File: src/rtl/mem_pkg.sv
// Shared definitions for the GeMIPS load/store unit: op codes, FSM encoding,
// exception codes and small op-decode helpers.
package mem_pkg;

  localparam logic [7:0] MEM_NONE = 8'd0;
  localparam logic [7:0] MEM_LB   = 8'd1;
  localparam logic [7:0] MEM_LBU  = 8'd2;
  localparam logic [7:0] MEM_LH   = 8'd3;
  localparam logic [7:0] MEM_LHU  = 8'd4;
  localparam logic [7:0] MEM_LW   = 8'd5;
  localparam logic [7:0] MEM_SB   = 8'd6;
  localparam logic [7:0] MEM_SH   = 8'd7;
  localparam logic [7:0] MEM_SW   = 8'd8;

  localparam logic [1:0] ST_IDLE = 2'd0;
  localparam logic [1:0] ST_BUS  = 2'd1;
  localparam logic [1:0] ST_DONE = 2'd2;

  localparam logic [1:0] EXC_LD_MIS  = 2'd1;
  localparam logic [1:0] EXC_ST_MIS  = 2'd2;
  localparam logic [1:0] EXC_TIMEOUT = 2'd3;

  localparam logic [1:0] SZ_BYTE = 2'd0;
  localparam logic [1:0] SZ_HALF = 2'd1;
  localparam logic [1:0] SZ_WORD = 2'd2;

  function automatic logic is_load(input logic [7:0] op);
    return (op == MEM_LB) || (op == MEM_LBU) || (op == MEM_LH) ||
           (op == MEM_LHU) || (op == MEM_LW);
  endfunction

  function automatic logic is_store(input logic [7:0] op);
    return (op == MEM_SB) || (op == MEM_SH) || (op == MEM_SW);
  endfunction

  function automatic logic [1:0] op_size(input logic [7:0] op);
    logic [1:0] sz;
    case (op)
      MEM_LH, MEM_LHU, MEM_SH: sz = SZ_HALF;
      MEM_LW, MEM_SW:          sz = SZ_WORD;
      default:                 sz = SZ_BYTE;
    endcase
    return sz;
  endfunction

  function automatic logic misaligned(input logic [7:0] op, input logic [1:0] a);
    logic [1:0] sz;
    sz = op_size(op);
    return ((sz == SZ_HALF) && a[0]) || ((sz == SZ_WORD) && (a != 2'b00));
  endfunction

endpackage

File: src/rtl/mem_lane_align.sv
// Byte-lane steering between the 32-bit data bus and the pipeline:
// store replication, byte enables, load extraction and extension.
module mem_lane_align
  import mem_pkg::*;
#(
  parameter int BIG_ENDIAN = 0
) (
  input  logic [7:0]  op_i,
  input  logic [1:0]  addr_i,
  input  logic [31:0] st_data_i,
  input  logic [31:0] rd_data_i,
  output logic [3:0]  sel_o,
  output logic [31:0] st_data_o,
  output logic [31:0] ld_data_o
);

  localparam bit BE = (BIG_ENDIAN != 0);

  logic [1:0]  lane;
  logic        hidx;
  logic [7:0]  byte_v;
  logic [15:0] half_v;
  logic        sgn;

  assign lane = BE ? ~addr_i : addr_i;
  assign hidx = BE ? ~addr_i[1] : addr_i[1];
  assign sgn  = (op_i == MEM_LB) || (op_i == MEM_LH);

  always_comb begin
    byte_v    = rd_data_i[8*lane +: 8];
    half_v    = rd_data_i[16*hidx +: 16];
    sel_o     = 4'b1111;
    st_data_o = st_data_i;
    ld_data_o = rd_data_i;
    case (op_size(op_i))
      SZ_BYTE: begin
        sel_o     = 4'b0001 << lane;
        st_data_o = {4{st_data_i[7:0]}};
        ld_data_o = {{24{sgn & byte_v[7]}}, byte_v};
      end
      SZ_HALF: begin
        sel_o     = 4'b0011 << {hidx, 1'b0};
        st_data_o = {2{st_data_i[15:0]}};
        ld_data_o = {{16{sgn & half_v[15]}}, half_v};
      end
      default: ;
    endcase
  end

endmodule

File: src/rtl/mem_lsu.sv
// Multi-cycle MEM stage: one req/ack bus access at a time, pipeline stall,
// registered write-back, misalignment and bus-timeout exceptions.
module mem_lsu
  import mem_pkg::*;
#(
  parameter int ADDR_W     = 32,
  parameter int REG_AW     = 5,
  parameter int BIG_ENDIAN = 0,
  parameter int TIMEOUT    = 255
) (
  input  logic              clk,
  input  logic              rst,
  input  logic              valid_i,
  input  logic              we_i,
  input  logic [REG_AW-1:0] waddr_i,
  input  logic [31:0]       wdata_i,
  input  logic [7:0]        mem_op_i,
  input  logic [ADDR_W-1:0] mem_addr_i,
  input  logic [31:0]       mem_data_i,
  output logic              we_o,
  output logic [REG_AW-1:0] waddr_o,
  output logic [31:0]       wdata_o,
  output logic              stall_o,
  output logic              bus_req_o,
  output logic              bus_we_o,
  output logic [ADDR_W-1:0] bus_addr_o,
  output logic [31:0]       bus_wdata_o,
  output logic [3:0]        bus_sel_o,
  input  logic              bus_ack_i,
  input  logic [31:0]       bus_rdata_i,
  output logic              exc_o,
  output logic [1:0]        exc_code_o,
  output logic [ADDR_W-1:0] exc_addr_o
);

  localparam int CNT_W = (TIMEOUT < 2) ? 1 : $clog2(TIMEOUT + 1);
  localparam logic [CNT_W-1:0] TO_VAL = CNT_W'(TIMEOUT);

  logic [1:0]        state_q, state_d;
  logic [CNT_W-1:0]  cnt_q, cnt_d;
  logic [7:0]        op_q, op_d;
  logic [ADDR_W-1:0] addr_q, addr_d;
  logic [31:0]       data_q, data_d;
  logic [REG_AW-1:0] rwaddr_q, rwaddr_d;
  logic              rwe_q, rwe_d;
  logic              we_q, we_d;
  logic [REG_AW-1:0] waddr_q, waddr_d;
  logic [31:0]       wdata_q, wdata_d;
  logic              exc_q, exc_d;
  logic [1:0]        code_q, code_d;
  logic [ADDR_W-1:0] eaddr_q, eaddr_d;

  logic        in_mem, in_mis, in_bus;
  logic [3:0]  sel;
  logic [31:0] st_data, ld_data;

  mem_lane_align #(.BIG_ENDIAN(BIG_ENDIAN)) u_align (
    .op_i      (op_q),
    .addr_i    (addr_q[1:0]),
    .st_data_i (data_q),
    .rd_data_i (bus_rdata_i),
    .sel_o     (sel),
    .st_data_o (st_data),
    .ld_data_o (ld_data)
  );

  assign in_mem = is_load(mem_op_i) || is_store(mem_op_i);
  assign in_mis = misaligned(mem_op_i, mem_addr_i[1:0]);
  assign in_bus = (state_q == ST_BUS);

  always_comb begin
    state_d  = state_q;
    cnt_d    = cnt_q;
    op_d     = op_q;
    addr_d   = addr_q;
    data_d   = data_q;
    rwaddr_d = rwaddr_q;
    rwe_d    = rwe_q;
    we_d     = 1'b0;
    waddr_d  = waddr_q;
    wdata_d  = wdata_q;
    exc_d    = 1'b0;
    code_d   = code_q;
    eaddr_d  = eaddr_q;
    case (state_q)
      ST_IDLE: begin
        if (valid_i) begin
          if (!in_mem) begin
            we_d    = we_i;
            waddr_d = waddr_i;
            wdata_d = wdata_i;
          end else if (in_mis) begin
            exc_d   = 1'b1;
            code_d  = is_store(mem_op_i) ? EXC_ST_MIS : EXC_LD_MIS;
            eaddr_d = mem_addr_i;
          end else begin
            op_d     = mem_op_i;
            addr_d   = mem_addr_i;
            data_d   = mem_data_i;
            rwaddr_d = waddr_i;
            rwe_d    = we_i;
            cnt_d    = '0;
            state_d  = ST_BUS;
          end
        end
      end
      ST_BUS: begin
        // ack takes priority over an expiring counter
        if (bus_ack_i) begin
          state_d = ST_DONE;
          if (is_load(op_q)) begin
            we_d    = rwe_q;
            waddr_d = rwaddr_q;
            wdata_d = ld_data;
          end
        end else if ((TIMEOUT != 0) && (cnt_q == TO_VAL)) begin
          state_d = ST_DONE;
          exc_d   = 1'b1;
          code_d  = EXC_TIMEOUT;
          eaddr_d = addr_q;
        end else begin
          cnt_d = cnt_q + 1'b1;
        end
      end
      default: state_d = ST_IDLE;
    endcase
  end

  always_ff @(posedge clk or negedge rst) begin
    if (!rst) begin
      state_q  <= ST_IDLE;
      cnt_q    <= '0;
      op_q     <= MEM_NONE;
      addr_q   <= '0;
      data_q   <= '0;
      rwaddr_q <= '0;
      rwe_q    <= 1'b0;
      we_q     <= 1'b0;
      waddr_q  <= '0;
      wdata_q  <= '0;
      exc_q    <= 1'b0;
      code_q   <= '0;
      eaddr_q  <= '0;
    end else begin
      state_q  <= state_d;
      cnt_q    <= cnt_d;
      op_q     <= op_d;
      addr_q   <= addr_d;
      data_q   <= data_d;
      rwaddr_q <= rwaddr_d;
      rwe_q    <= rwe_d;
      we_q     <= we_d;
      waddr_q  <= waddr_d;
      wdata_q  <= wdata_d;
      exc_q    <= exc_d;
      code_q   <= code_d;
      eaddr_q  <= eaddr_d;
    end
  end

  assign stall_o     = in_bus || ((state_q == ST_IDLE) && valid_i && in_mem && !in_mis);
  assign bus_req_o   = in_bus;
  assign bus_we_o    = in_bus && is_store(op_q);
  assign bus_addr_o  = in_bus ? {addr_q[ADDR_W-1:2], 2'b00} : '0;
  assign bus_sel_o   = in_bus ? sel : 4'b0000;
  assign bus_wdata_o = (in_bus && is_store(op_q)) ? st_data : 32'd0;

  assign we_o       = we_q;
  assign waddr_o    = waddr_q;
  assign wdata_o    = wdata_q;
  assign exc_o      = exc_q;
  assign exc_code_o = code_q;
  assign exc_addr_o = eaddr_q;

endmodule

File: config.mk
export PLATFORM = sky130hd
export DESIGN_NAME = mem_lsu
export DESIGN_NICKNAME = d
export VERILOG_FILES = /design/src/rtl/mem_pkg.sv /design/src/rtl/mem_lane_align.sv /design/src/rtl/mem_lsu.sv
export SDC_FILE = /design/constraint.sdc
export NUM_CORES = 1
export LEC_CHECK = 0
export CORE_ASPECT_RATIO = 1.4
export CORE_MARGIN = 5
export CORE_UTILIZATION = 30
export CTS_BUF_LIST = sky130_fd_sc_hd__clkbuf_16
export CTS_CLUSTER_SIZE = 8
export DETAILED_ROUTE_END_ITERATION = 7
export GPL_TIMING_DRIVEN = 0
export PLACE_DENSITY = 0.54
export SLEW_MARGIN = 40
export SYNTH_ARGS = -nofsm -noshare
export SYNTH_HDL_FRONTEND = slang
export SYNTH_HIERARCHICAL = 1
export SYNTH_SLANG_ARGS = --single-unit
File: constraint.sdc
create_clock -name clk -period 6.2 [get_ports clk]
set_input_delay 0.93 -clock clk [delete_from_list [all_inputs] [get_ports clk]]
set_output_delay 0.93 -clock clk [all_outputs]
set_load 0.01 [all_outputs]
# Word level (Yosys, flattened, before mapping)
# Cells that the tools add are included.
word_totals:
  elab_cells: 143
  output_inout_bits: 144
  register_bits: 161
classes:
  n_addsub: 1
  muxes: 54
  n_eq_ne: 32
  bitwise: 3
  shifts: 4
  n_reduce_logical: 36
op_table:
  columns: ["operator", "count"]
  rows:
  - ["$mux 32", 11]
  - ["$pmux 32 s2", 4]
  - ["$eq 8x3->1 const B", 8]
  - ["$mux 8", 5]
  - ["$eq 8x2->1 const B", 4]
  - ["$shiftx 32x6->16", 1]
  - ["$shiftx 32x6->8", 1]
  - ["$mux 2", 11]
  - ["$mux 5", 4]
  - ["$eq 8x1->1 const B", 2]
  - ["$eq 8x4->1 const B", 2]
  - ["$logic_or 1x1->1", 16]
  - ["$ne 2x2->1 const B", 8]
  - ["$pmux 2 s2", 4]
  - ["$pmux 8 s2", 1]
  - ["$reduce_and 6->1", 2]
  - ["$pmux 5 s2", 1]
  - ["$mux 1", 9]
  - ["$add 8x1->8 const B", 1]
  - ["$eq 8x8->1 const B", 1]
  - ["$pmux 4 s2", 1]
  - ["$reduce_and 4->1", 2]
  - ["$eq 2x1->1 const B", 3]
  - ["$logic_and 1x1->1", 6]
  - ["other kinds (15)", 22]

# Logic depth before layout (Yosys ltp)
# Gate-level depths: netlist of the first run.
logic_depth:
  depth_word: 10
  depth_mapped: 9
  ltp_nobuf: 7

# By module
# The synthesis of the first run kept the hierarchy.
modules_own_cells:
  columns: ["mod", "area_per_inst_um2", "cells_per_inst", "seq_area_each_um2", "instances"]
  rows:
  - ["mem_lsu", 7320.8, 646, 4028.9, 1]
  - ["mem_lane_align", 1131.1, 156, 0.0, 1]

# Worst setup path after synthesis of the first run
# No wires, ideal clock.
synth_path:
  path_type: "input-to-output"
  start: "in mem_op_i[5]"
  end: "out stall_o"
  required_time_ns: 5.270
  cell_stages: 7
  setup_slack_ns: 3.158
  arrival_ns: 2.112
  path_buffers: 2
  cell_sequence: "nor4_1 nand2_1 nor3_1 nand2_2 buf_6 buf_6 nand2_1"
synth_via:
  elab_chain_cells: 9
synth_rtl:
  columns: ["element", "line_no", "rtl"]
  rows:
  - ["from (decl)", "mem_lsu.sv:17", "input logic [7:0] mem_op_i,"]
  - ["$eq 8x2->1, or another cell as far along", "mem_pkg.sv:28, mem_pkg.sv:38", null]
  - ["$reduce_or 3->1, or another cell as far along", "mem_pkg.sv:38", "case (op)"]
  - ["$pmux 2 s2 / $logic_or 1x1->1 (equally long branches)", "mem_pkg.sv:38, mem_pkg.sv:28", null]
  - ["$eq 2x1->1, or another cell as far along", "mem_pkg.sv:49", "return ((sz == SZ_HALF) && a[0]) || ((sz == SZ_WORD) && (a != 2'b00));"]
  - ["$logic_and 1x1->1 / $logic_or 1x1->1 (equally long branches)", "mem_pkg.sv:49, mem_pkg.sv:29", null]
  - ["$logic_or 1x1->1, on equally long branches", "mem_pkg.sv:49, mem_lsu.sv:67", null]
  - ["$logic_not 1->1 / $logic_and 1x1->1 (equally long branches)", "mem_lsu.sv:161", "assign stall_o = in_bus || ((state_q == ST_IDLE) && valid_i && in_mem && !in_mis);"]
  - ["$logic_and 1x1->1 (*)", "mem_lsu.sv:161", null]
  - ["$logic_or 1x1->1 (*)", "mem_lsu.sv:161", null]
  - ["to (decl)", "mem_lsu.sv:23", "output logic stall_o,"]
# Every way passes the cells marked *; elsewhere a longest branch is shown, timed or not.

# Worst setup path after layout of the first run
# Ends and elaborated chain as after synthesis.

==> results of run 1 <==
## area by class of cell
| cell class | count | area, µm² |
|---|---|---|
| fill | 2760 | 15300 |
| sequential | 161 | 4030 |
| multi-input combinational | 559 | 4020 |
| antenna | 4 | 10.0 |
| buffer | 63 | 349 |
| inverter | 20 | 75.1 |
| clock buffer | 17 | 425 |
| tap | 370 | 463 |
| clock inverter | 12 | 130 |
| timing repair buffer | 289 | 2930 |
## critical path: stages
cell and delay (ns):
clkdlybuf4s50_1 0.41, nor4_1 0.57, nand2_1 0.11, nor3_1 0.29, nand2_2 0.22, buf_6 0.22, buf_6 0.16, nand2_1 0.08
clkdlybuf4s50_1 0.55
## routing by layer
metal | GRT usage, % | share of wire [%]
met1 | 22.8 | 41
met2 | 31.2 | 51
met3 | 5.73 | 6.4
met4 | 6.48 | 2.0
met5 | 0 | 0
## cell usage after synthesis, types with 2 or more instances
cell type	n	area share (%)
a21o_1	48	4.3
a21oi_1	9	0.53
a21oi_2	2	0.21
a221o_1	8	0.95
a222oi_1	8	0.95
a22o_1	2	0.21
a31oi_1	39	2.9
and2_1	72	5.3
and3_1	3	0.22
buf_1	3	0.13
buf_2	21	1.2
buf_4	13	1.2
buf_6	5	0.67
clkbuf_1	21	0.93
dfrtp_1	161	48
inv_1	19	0.84
mux2_1	6	0.80
mux2_2	106	14
mux2_4	4	0.71
mux2i_1	7	0.83
nand2_1	112	5.0
nand2b_1	6	0.44
nand3_1	9	0.53
nor2_1	43	1.9
nor2b_1	4	0.30
nor3_1	10	0.59
nor3b_1	2	0.18
nor4_1	4	0.30
o211ai_1	2	0.18
o21a_1	2	0.18
o21ai_0	7	0.41
o21ai_1	2	0.12
o221a_2	5	0.67
o2bb2ai_1	2	0.21
o31a_1	2	0.21
or4_1	2	0.18
## cell families after synthesis
group	after synthesis
AND/OR/NAND/NOR	284
AO/OA/AOI/OAI	148
other	1
multiplexers	124
flip-flops	161
adder cells (fa/ha/maj)	1
buffers and inverters	83
## through the flow
stage               std cells  utilization (%)  power, µW
floorplan                 803                -       1830
global placement         1460             42.5       2210
detailed placement       1462             42.7       2220
CTS                      1491             44.7       3290
global route             1495             44.8       3430
finish                   1495             44.8       3250
## state kept, by name, indices dropped and copies added (netlist names), 2 cells and up
register / flops
data_q: 32
wdata_o: 32
exc_addr_o: 32
waddr_o: 5
cnt_q: 8
addr_q: 32
state_q: 2
op_q: 8
exc_code_o: 2
rwaddr_q: 5
## power by group
group	total [µW]	internal, µW	switching (µW)
logic	863	481	382
registers	1340	1220	117
clock network	1040	616	429
total	3250	2320	928
## how the worst min path moves through the flow
stage                      to           start  depth (start not counted)  slack, ns
2_1_floorplan        cnt_q[7]        cnt_q[7]                          1       0.45
3_3_place_gp   exc_addr_o[26]  exc_addr_o[26]                          1       0.47
3_5_place_dp   exc_addr_o[30]  exc_addr_o[30]                          1       0.48
4_1_cts            wdata_o[1]             rst                          1       0.35
5_1_grt            wdata_o[1]             rst                          1       0.36
6_report           wdata_o[1]             rst                          1       0.35
==> summary.md, run 1 <==
| Metric | Value |
|---|---|
| Cell area after synthesis | `8450 µm²` |
| Clock latency at the later pin of the worst-skew pair | `around 0.44 ns` |
| Crit Path Max Fanout | `10` |
| CTS Root Cell | `clkbuf_16` |
| Crit start category | `primary input` |
| WP data arrival | `3.56 ns` |
| Tmin final | `4.49 ns` |
| Dominant combinational cell family by area after synthesis | `simple AND/OR/NAND/NOR gates` |
| Total GRT Usage | `18.6%` |
| Asr flop ratio synth | `100%` |
| Critical Path RT | `5.27 ns` |
| Worst-path clk slew | `roughly 0.07 ns` |
| Router iterations before antenna repair | `5` |
| Post-Synth XOR/XNOR Area | `0%` |
| Fin. Hold Viols | `0` |
| Seq/Total Area, Yosys | `47.7%` |
| Final TNS setup | `0 ns` |
| R2R setup slack | `roughly 3.5 ns` |
| #FFs+latches synth | `roughly 160` |
| Setup WS pre-CTS | `1.68 ns` |
| Relative slew slack | `~48%` |
| Max Root-Sink Buffers | `2` |
| GRT overflow | `0` |
| NumNets Final | `1258` |
| Most common cell after layout, fill and taps aside | `clkdlybuf4s50_1` |
| Mean Syn Cell Area | `roughly 11 µm²` |
| Initial DRC Count | `401` |
| Worst-Margin Slew | `0.780 ns` |
| DR vias/cell | `between 4 and 5` |
| Post-CTS Resized | `0` |
| Crit path launch | `mem_op_i[5]` |
| R2r startpoint | `state_q[1]` |
| Reg-to-reg endpoint | `wdata_o[14]` |
| Largest net degree at the start of global routing | `between 60 and 70` |
| Max Fclk | `roughly 220 MHz` |
| Slew Viols, Final | `0` |
| Post-DRT Antenna Nets | `0` |
| H-tree Lvls | `4` |
| I/O pin count | `290` |
| Final setup fails | `0` |
| P&R area growth vs syn | `47.1%` |
| Post-CTS Hold Buffers | `0` |
| CTS tree | `done` |
| EDFF count, synth | `0` |
| # DRC | `0` |
| Fraction of layout cells with a size suffix above 1 | `17.8%` |
| Synth Warn # | `6` |
| Netlist cell types | `67` |
| Via count | `7151` |
| PortBufs | `287` |
| Floorplan die height | `209 µm` |
| Wirelength per Cell | `19.8 µm` |
| Final hold slack | `0.354 ns` |
| Main synth FF type | `dfrtp_1` |
| Outcome | `finished clean` |
| CTS Buf Count | `17` |
| Post-Place Cell Area | `approximately 12000 µm²` |
| Syn Inst Count | `~800` |
| Crit end category | `primary output` |
| Num rows | `72` |
| Final Cycle Share | `72.4%` |
| Starting density of the core | `30.5%` |
| Die area | `31700 µm²` |
| Clock Sinks | `161` |
| Number of setup buffers added after CTS | `0` |
| R2r worst-path depth | `8` |
| Min-Delay Path Class | `in -> async` |
| Max_cap viols | `0` |
| Die extent in x | `152 µm` |
| Final worst setup slack | `roughly 1.7 ns` |
| Global-route wire length before repair | `46400 µm` |
| Crit Path Category | `in -> out` |
| Total leakage power | `0.00571 µW` |
| RSZ-0062 raised after global routing | `no` |
| Post-Synth Simple-Gate Area | `between 15 and 20%` |
| Synth Area in Adders | `0.148%` |
| Post-synthesis mux area share | `16.7%` |
| Vias in the first global route | `7550` |
| GPL Wtd Cong | `0.786` |
| Worst VDD drop | `0.211 mV` |
| Final WL | `between 20000 and 30000 µm` |
| CP endpoint | `stall_o` |
| Compound-Gate Fraction of Synth Area | `13.5%` |
| Clk_skew | `between 0.01 and 0.015 ns` |
| Most frequent cells in the layout | `286 x clkdlybuf4s50_1, 161 x dfrtp_1, 112 x nand2_1` |
| DP HPWL | `22500 µm` |
| Pwr dens | `approximately 260 nW/µm²` |
| Design area | `between 10000 and 15000 µm²` |
| Core Area | `27700 µm²` |
| Initial antenna violation count | `4` |
(Power assumes the default switching activity.)
==> run 2, diff against run 1 <==
PLACE_DENSITY = 0.56   (was 0.54)
clock period = 4 ns   (was 6.2 ns; I/O delays follow)
==> summary.md, run 2 (synthesis results as in run 1) <==
| Metric | Value |
|---|---|
| Die extent in x | `around 150 µm` |
| Number of setup buffers added after CTS | `0` |
| CP Cell Sequence | `or4_1, buf_2, nor3_2, or2_2, buf_2, buf_2, a222oi_1, inv_1, and2_1, clkdlybuf4s50_1` |
| Crit end category | `primary output` |
| Reg-to-reg endpoint | `wdata_o[30]` |
| Max incr delay on CP | `between 0.5 and 0.6 ns` |
| # DRC | `0` |
| Vias in the first global route | `7654` |
| Final Cycle Share | `95.3%` |
| WP data arrival | `3.21 ns` |
| Clk_skew | `0.0190 ns` |
| Min-Delay Path Class | `in -> async` |
| CTS Buf Count | `17` |
| CTS tree | `done` |
| Core Area | `approximately 28000 µm²` |
| Router iterations before antenna repair | `5` |
| Finished Core Util | `between 40% and 50%` |
| Critical Path RT | `approximately 3.4 ns` |
| Num rows | `72` |
| Fin. Hold Viols | `0` |
| Slew Viols, Final | `0` |
| Die area | `31700 µm²` |
| Combinational Power Share | `26.7%` |
| Fraction of layout cells with a size suffix above 1 | `18.5%` |
| Worst VDD drop | `roughly 0.3 mV` |
| Final WL | `29500 µm` |
| DR vias/cell | `4.79` |
| Largest net degree at the start of global routing | `approximately 70` |
| Clock latency at the later pin of the worst-skew pair | `0.44 ns` |
| R2r worst-path depth | `8` |
| R2r startpoint | `state_q[1]` |
| Reg power frac | `between 40 and 50%` |
| Max Fclk | `around 260 MHz` |
| Most used cell, CP | `buf_2` |
| CTS Root Cell | `clkbuf_16` |
| Max Root-Sink Buffers | `2` |
| Global-route wire length before repair | `about 46000 µm` |
| GRT overflow | `0` |
| Tmin final | `3.81 ns` |
| Crit start category | `flip-flop` |
| Post-CTS Resized | `0` |
| Post-DRT Antenna Nets | `0` |
| NumNets Final | `1257` |
| Starting density of the core | `30.5%` |
| Post-CTS Hold Buffers | `0` |
| Crit path launch | `op_q[5]` |
| Floorplan die height | `209 µm` |
| Crit Path Category | `reg -> out` |
| Via count | `7175` |
| Initial DRC Count | `~330` |
| Clock power frac | `31.8%` |
| Outcome | `finished clean` |
| Final setup fails | `0` |
| P&R area growth vs syn | `47.1%` |
| Switching power | `between 1000 and 1500 µW` |
| GPL Wtd Cong | `just over 0.8` |
| Buf/Inv on CP | `5` |
| Worst-Margin Slew | `0.776 ns` |
| Wirelength per Cell | `19.7 µm` |
| PortBufs | `287` |
| RSZ-0062 raised after global routing | `no` |
| Max_cap viols | `0` |
| Total leakage power | `0.00571 µW` |
| Initial antenna violation count | `6` |
| I/O pin count | `290` |
| Most frequent cells in the layout | `286 x clkdlybuf4s50_1, 161 x dfrtp_1, 112 x nand2_1` |
| Crit-path leading delay family | `buffers and inverters` |
| H-tree Lvls | `4` |
| Most common cell after layout, fill and taps aside | `clkdlybuf4s50_1` |
| Final hold slack | `0.0452 ns` |
| Worst-path clk slew | `0.07 ns` |
| Crit Path Max Fanout | `10` |
| Relative slew slack | `47.9%` |
| Pwr dens | `402 nW/µm²` |
| Total GRT Usage | `18.2%` |
| Switching Share | `29.2%` |
| R2R setup slack | `about 1.3 ns` |
| Slowest cell on crit path | `clkdlybuf4s50_1` |
| Internal power | `3540 µW` |
| Clock Sinks | `161` |
| DP HPWL | `22300 µm` |
==> run 2: changes by cell type in the layout (fill, tap and decap cells not counted), moves of 2 or more <==
cell | previous run | this run
clkbuf_2 | 0 | 3
inv_1 | 23 | 21
clkbuf_1 | 21 | 18
diode_2 | 4 | 6
clkinv_2 | 2 | 4
==> run 2: worst max-delay path by stage <==
stage | to | slack (ns) | depth (start not counted)
floorplan | bus_wdata_o[25] | 1.45 | 7
global placement | exc_addr_o[13] | -4.89 | 1
detailed placement | stall_o | 0.10 | 9
CTS | bus_wdata_o[8] | 0.05 | 6
global route | bus_wdata_o[27] | 0.01 | 10
finish | bus_wdata_o[28] | 0.19 | 10
==> run 2: per-stage QoR <==
stage               std cells  area [µm²]  power [µW]  TNS [ns]  worst slack (ns)
floorplan                 803        8460        2830         0              1.45
global placement         1460       11800        3420   -784.38             -4.89
detailed placement       1462       11900        3440         0             0.103
CTS                      1491       12400        5060         0            0.0545
global route             1497       12400        5290         0            0.0121
finish                   1497       12400        5000         0             0.187
==> run 2: power groups by stage <==
stage / Combinational (µW) / Clock (µW) / Sequential [µW]
floorplan: 739 / 0 / 2090
global placement: 1320 / 0 / 2100
detailed placement: 1340 / 0 / 2110
CTS: 1350 / 1640 / 2080
global route: 1460 / 1710 / 2120
finish: 1330 / 1590 / 2080
==> run 2: area by class of cell <==
cell class,count,area (µm²)
clock inverter,13,124
inverter,20,75.1
antenna,6,15.0
buffer,62,349
multi-input combinational,559,4020
sequential,161,4030
tap,370,463
fill,2723,15300
timing repair buffer,289,2930
clock buffer,17,425
==> run 2: layer usage <==
metal	track usage (%)	vias to the layer above	part of all wire, %
li1	-	3428	-
met1	22.1	3489	41
met2	30.9	228	50
met3	5.07	30	6.0
met4	6.92	0	2.4
met5	0	-	0
==> run 3, diff against run 2 <==
CAP_MARGIN = 20   (was unset)
SETUP_SLACK_MARGIN = 0.3   (was unset)
==> summary.md, run 3 (synthesis results as in run 1) <==
| Metric | Value |
|---|---|
| Outcome | `finished clean` |
| H-tree Lvls | `4` |
| # DRC | `0` |
| Reg-to-reg endpoint | `wdata_o[18]` |
| Worst-path clk slew | `0.06 ns` |
| Clock latency at the later pin of the worst-skew pair | `0.43 ns` |
| R2r worst-path depth | `8` |
| Vias in the first global route | `~7700` |
| Largest net degree at the start of global routing | `69` |
| Initial antenna violation count | `8` |
| Min-Delay Path Class | `in -> async` |
| Most common cell after layout, fill and taps aside | `clkdlybuf4s50_1` |
| Router iterations before antenna repair | `5` |
| Max_cap viols | `0` |
| Die area | `around 32000 µm²` |
| Slew Viols, Final | `0` |
| PortBufs | `between 200 and 300` |
| Total GRT Usage | `18.3%` |
| Die extent in x | `152 µm` |
| Crit Path Category | `reg -> out` |
| Relative slew slack | `between 40% and 50%` |
| Floorplan die height | `roughly 210 µm` |
| CTS Root Cell | `clkbuf_16` |
| Global-route wire length before repair | `between 40000 and 50000 µm` |
| Via count | `7255` |
| P&R area growth vs syn | `48.5%` |
| Fraction of layout cells with a size suffix above 1 | `between 15 and 20%` |
| Fin. Hold Viols | `0` |
| Storage cell area | `approximately 4000 µm²` |
| Worst-Margin Slew | `0.764 ns` |
| Final hold slack | `0.0569 ns` |
| Final Cycle Share | `89.6%` |
| Clock Sinks | `161` |
| GRT overflow | `0` |
| CTS Buf Count | `17` |
| Crit end category | `primary output` |
| Clk_skew | `0.0139 ns` |
| Final Power | `5030 µW` |
| Multi-input gate area in the final layout | `4070 µm²` |
| Crit start category | `flip-flop` |
| Fin cells | `roughly 1500` |
| Pwr dens | `401 nW/µm²` |
| Most frequent cells in the layout | `281 x clkdlybuf4s50_1, 158 x dfrtp_1, 112 x nand2_1` |
| Starting density of the core | `30.5%` |
| DR vias/cell | `4.84` |
| Placed insts | `1462` |
| CTS tree | `done` |
| Final setup fails | `0` |
| WP data arrival | `approximately 3 ns` |
| Initial DRC Count | `about 340` |
| GPL Wtd Cong | `0.811` |
| Wirelength per Cell | `19.8 µm` |
| RSZ-0062 raised after global routing | `no` |
| Max Fclk | `279 MHz` |
| Critical Path RT | `3.40 ns` |
| Final worst setup slack | `0.415 ns` |
| Total leakage power | `0.00580 µW` |
| Setup WS pre-CTS | `0.103 ns` |
| Fill cells | `2714` |
| Worst VDD drop | `0.290 mV` |
| DP HPWL | `22300 µm` |
| Num rows | `between 70 and 80` |
| Crit Path Max Fanout | `10` |
| R2r startpoint | `op_q[1]` |
| Final WL | `29600 µm` |
| Post-DRT Antenna Nets | `0` |
| R2R setup slack | `1.62 ns` |
| I/O pin count | `290` |
| NumNets Final | `1259` |
| Core Area | `27700 µm²` |
| Max Root-Sink Buffers | `2` |
| Tmin final | `3.58 ns` |
run 3: cell types whose count changed in the layout (fill, tap and decap cells not counted), moves of 2 or more:
cell,previous run,this run
clkdlybuf4s50_1,286,281
clkbuf_4,0,2
clkbuf_1,18,16
nor3_4,0,2
dfrtp_2,0,3
buf_4,13,17
clkbuf_2,3,5
dlymetal6s2s_1,0,5
dfrtp_1,161,158
buf_2,21,16
run 3: per-layer routing:
layer	global-route usage (%)	up-vias	routed length, µm
li1	-	3430	-
met1	22.2	3548	12300
met2	31.2	235	14800
met3	5.07	36	1770
met4	6.67	6	682
met5	0	-	39
run 3: how the worst max path moves through the flow:
| stage | slack (ns) | start | depth (start not counted) | to |
|---|---|---|---|---|
| 2_1_floorplan | 1.45 | op_q[5] | 7 | bus_wdata_o[25] |
| 3_3_place_gp | -4.89 | rst | 1 | exc_addr_o[13] |
| 3_5_place_dp | 0.10 | mem_op_i[5] | 9 | stall_o |
| 4_1_cts | 0.29 | op_q[5] | 10 | bus_wdata_o[25] |
| 5_1_grt | 0.30 | op_q[5] | 10 | bus_wdata_o[19] |
| 6_report | 0.42 | op_q[1] | 6 | bus_wdata_o[24] |
run 3: power by group:
part	total [µW]	switching (µW)	leakage, µW	internal, µW
sequential	2080	183	0.00205	1890
combinational	1370	600	0.00348	769
clock	1590	685	0.000275	903
total	5030	1470	0.00580	3560
run 3: critical path: stages, from the launching register on:
cell,delay [ns]
dfrtp_2,0.48
or4b_2,0.68
o21ai_0,0.09
and3_2,0.30
clkbuf_2,0.26
and2_1,0.16
clkdlybuf4s50_1,0.58
run 3: layout make-up:
type / instances / share of cell area [%]
Antenna cell: 5 / 0.0997
Tap cell: 370 / 3.69
Clock buffer: 17 / 3.39
Inverter: 20 / 0.598
Sequential cell: 161 / 32.1
Timing Repair Buffer: 290 / 23.5
Clock inverter: 13 / 0.987
Multi-Input combinational cell: 559 / 32.4
Buffer: 63 / 3.15
run 3: metrics by stage:
stage / area, µm² / setup TNS [ns] / utilization (%)
3_3_place_gp: 11800 / -784.38 / 42.5
5_1_grt: 12500 / 0 / 45.2
6_report: 12500 / 0 / 45.2
4_1_cts: 12400 / 0 / 44.8
3_5_place_dp: 11900 / 0 / 42.7
2_1_floorplan: 8460 / 0 / -
run 3: repair_timing:
action | 4_1_cts | 5_1_grt
setup buffers | 0 | 1
endpoints found under the hold margin | 0 | 0
gates cloned | 0 | 0
setup endpoints to repair | 37 | 26
hold buffers | 0 | 0
gates resized for setup | 16 | 25
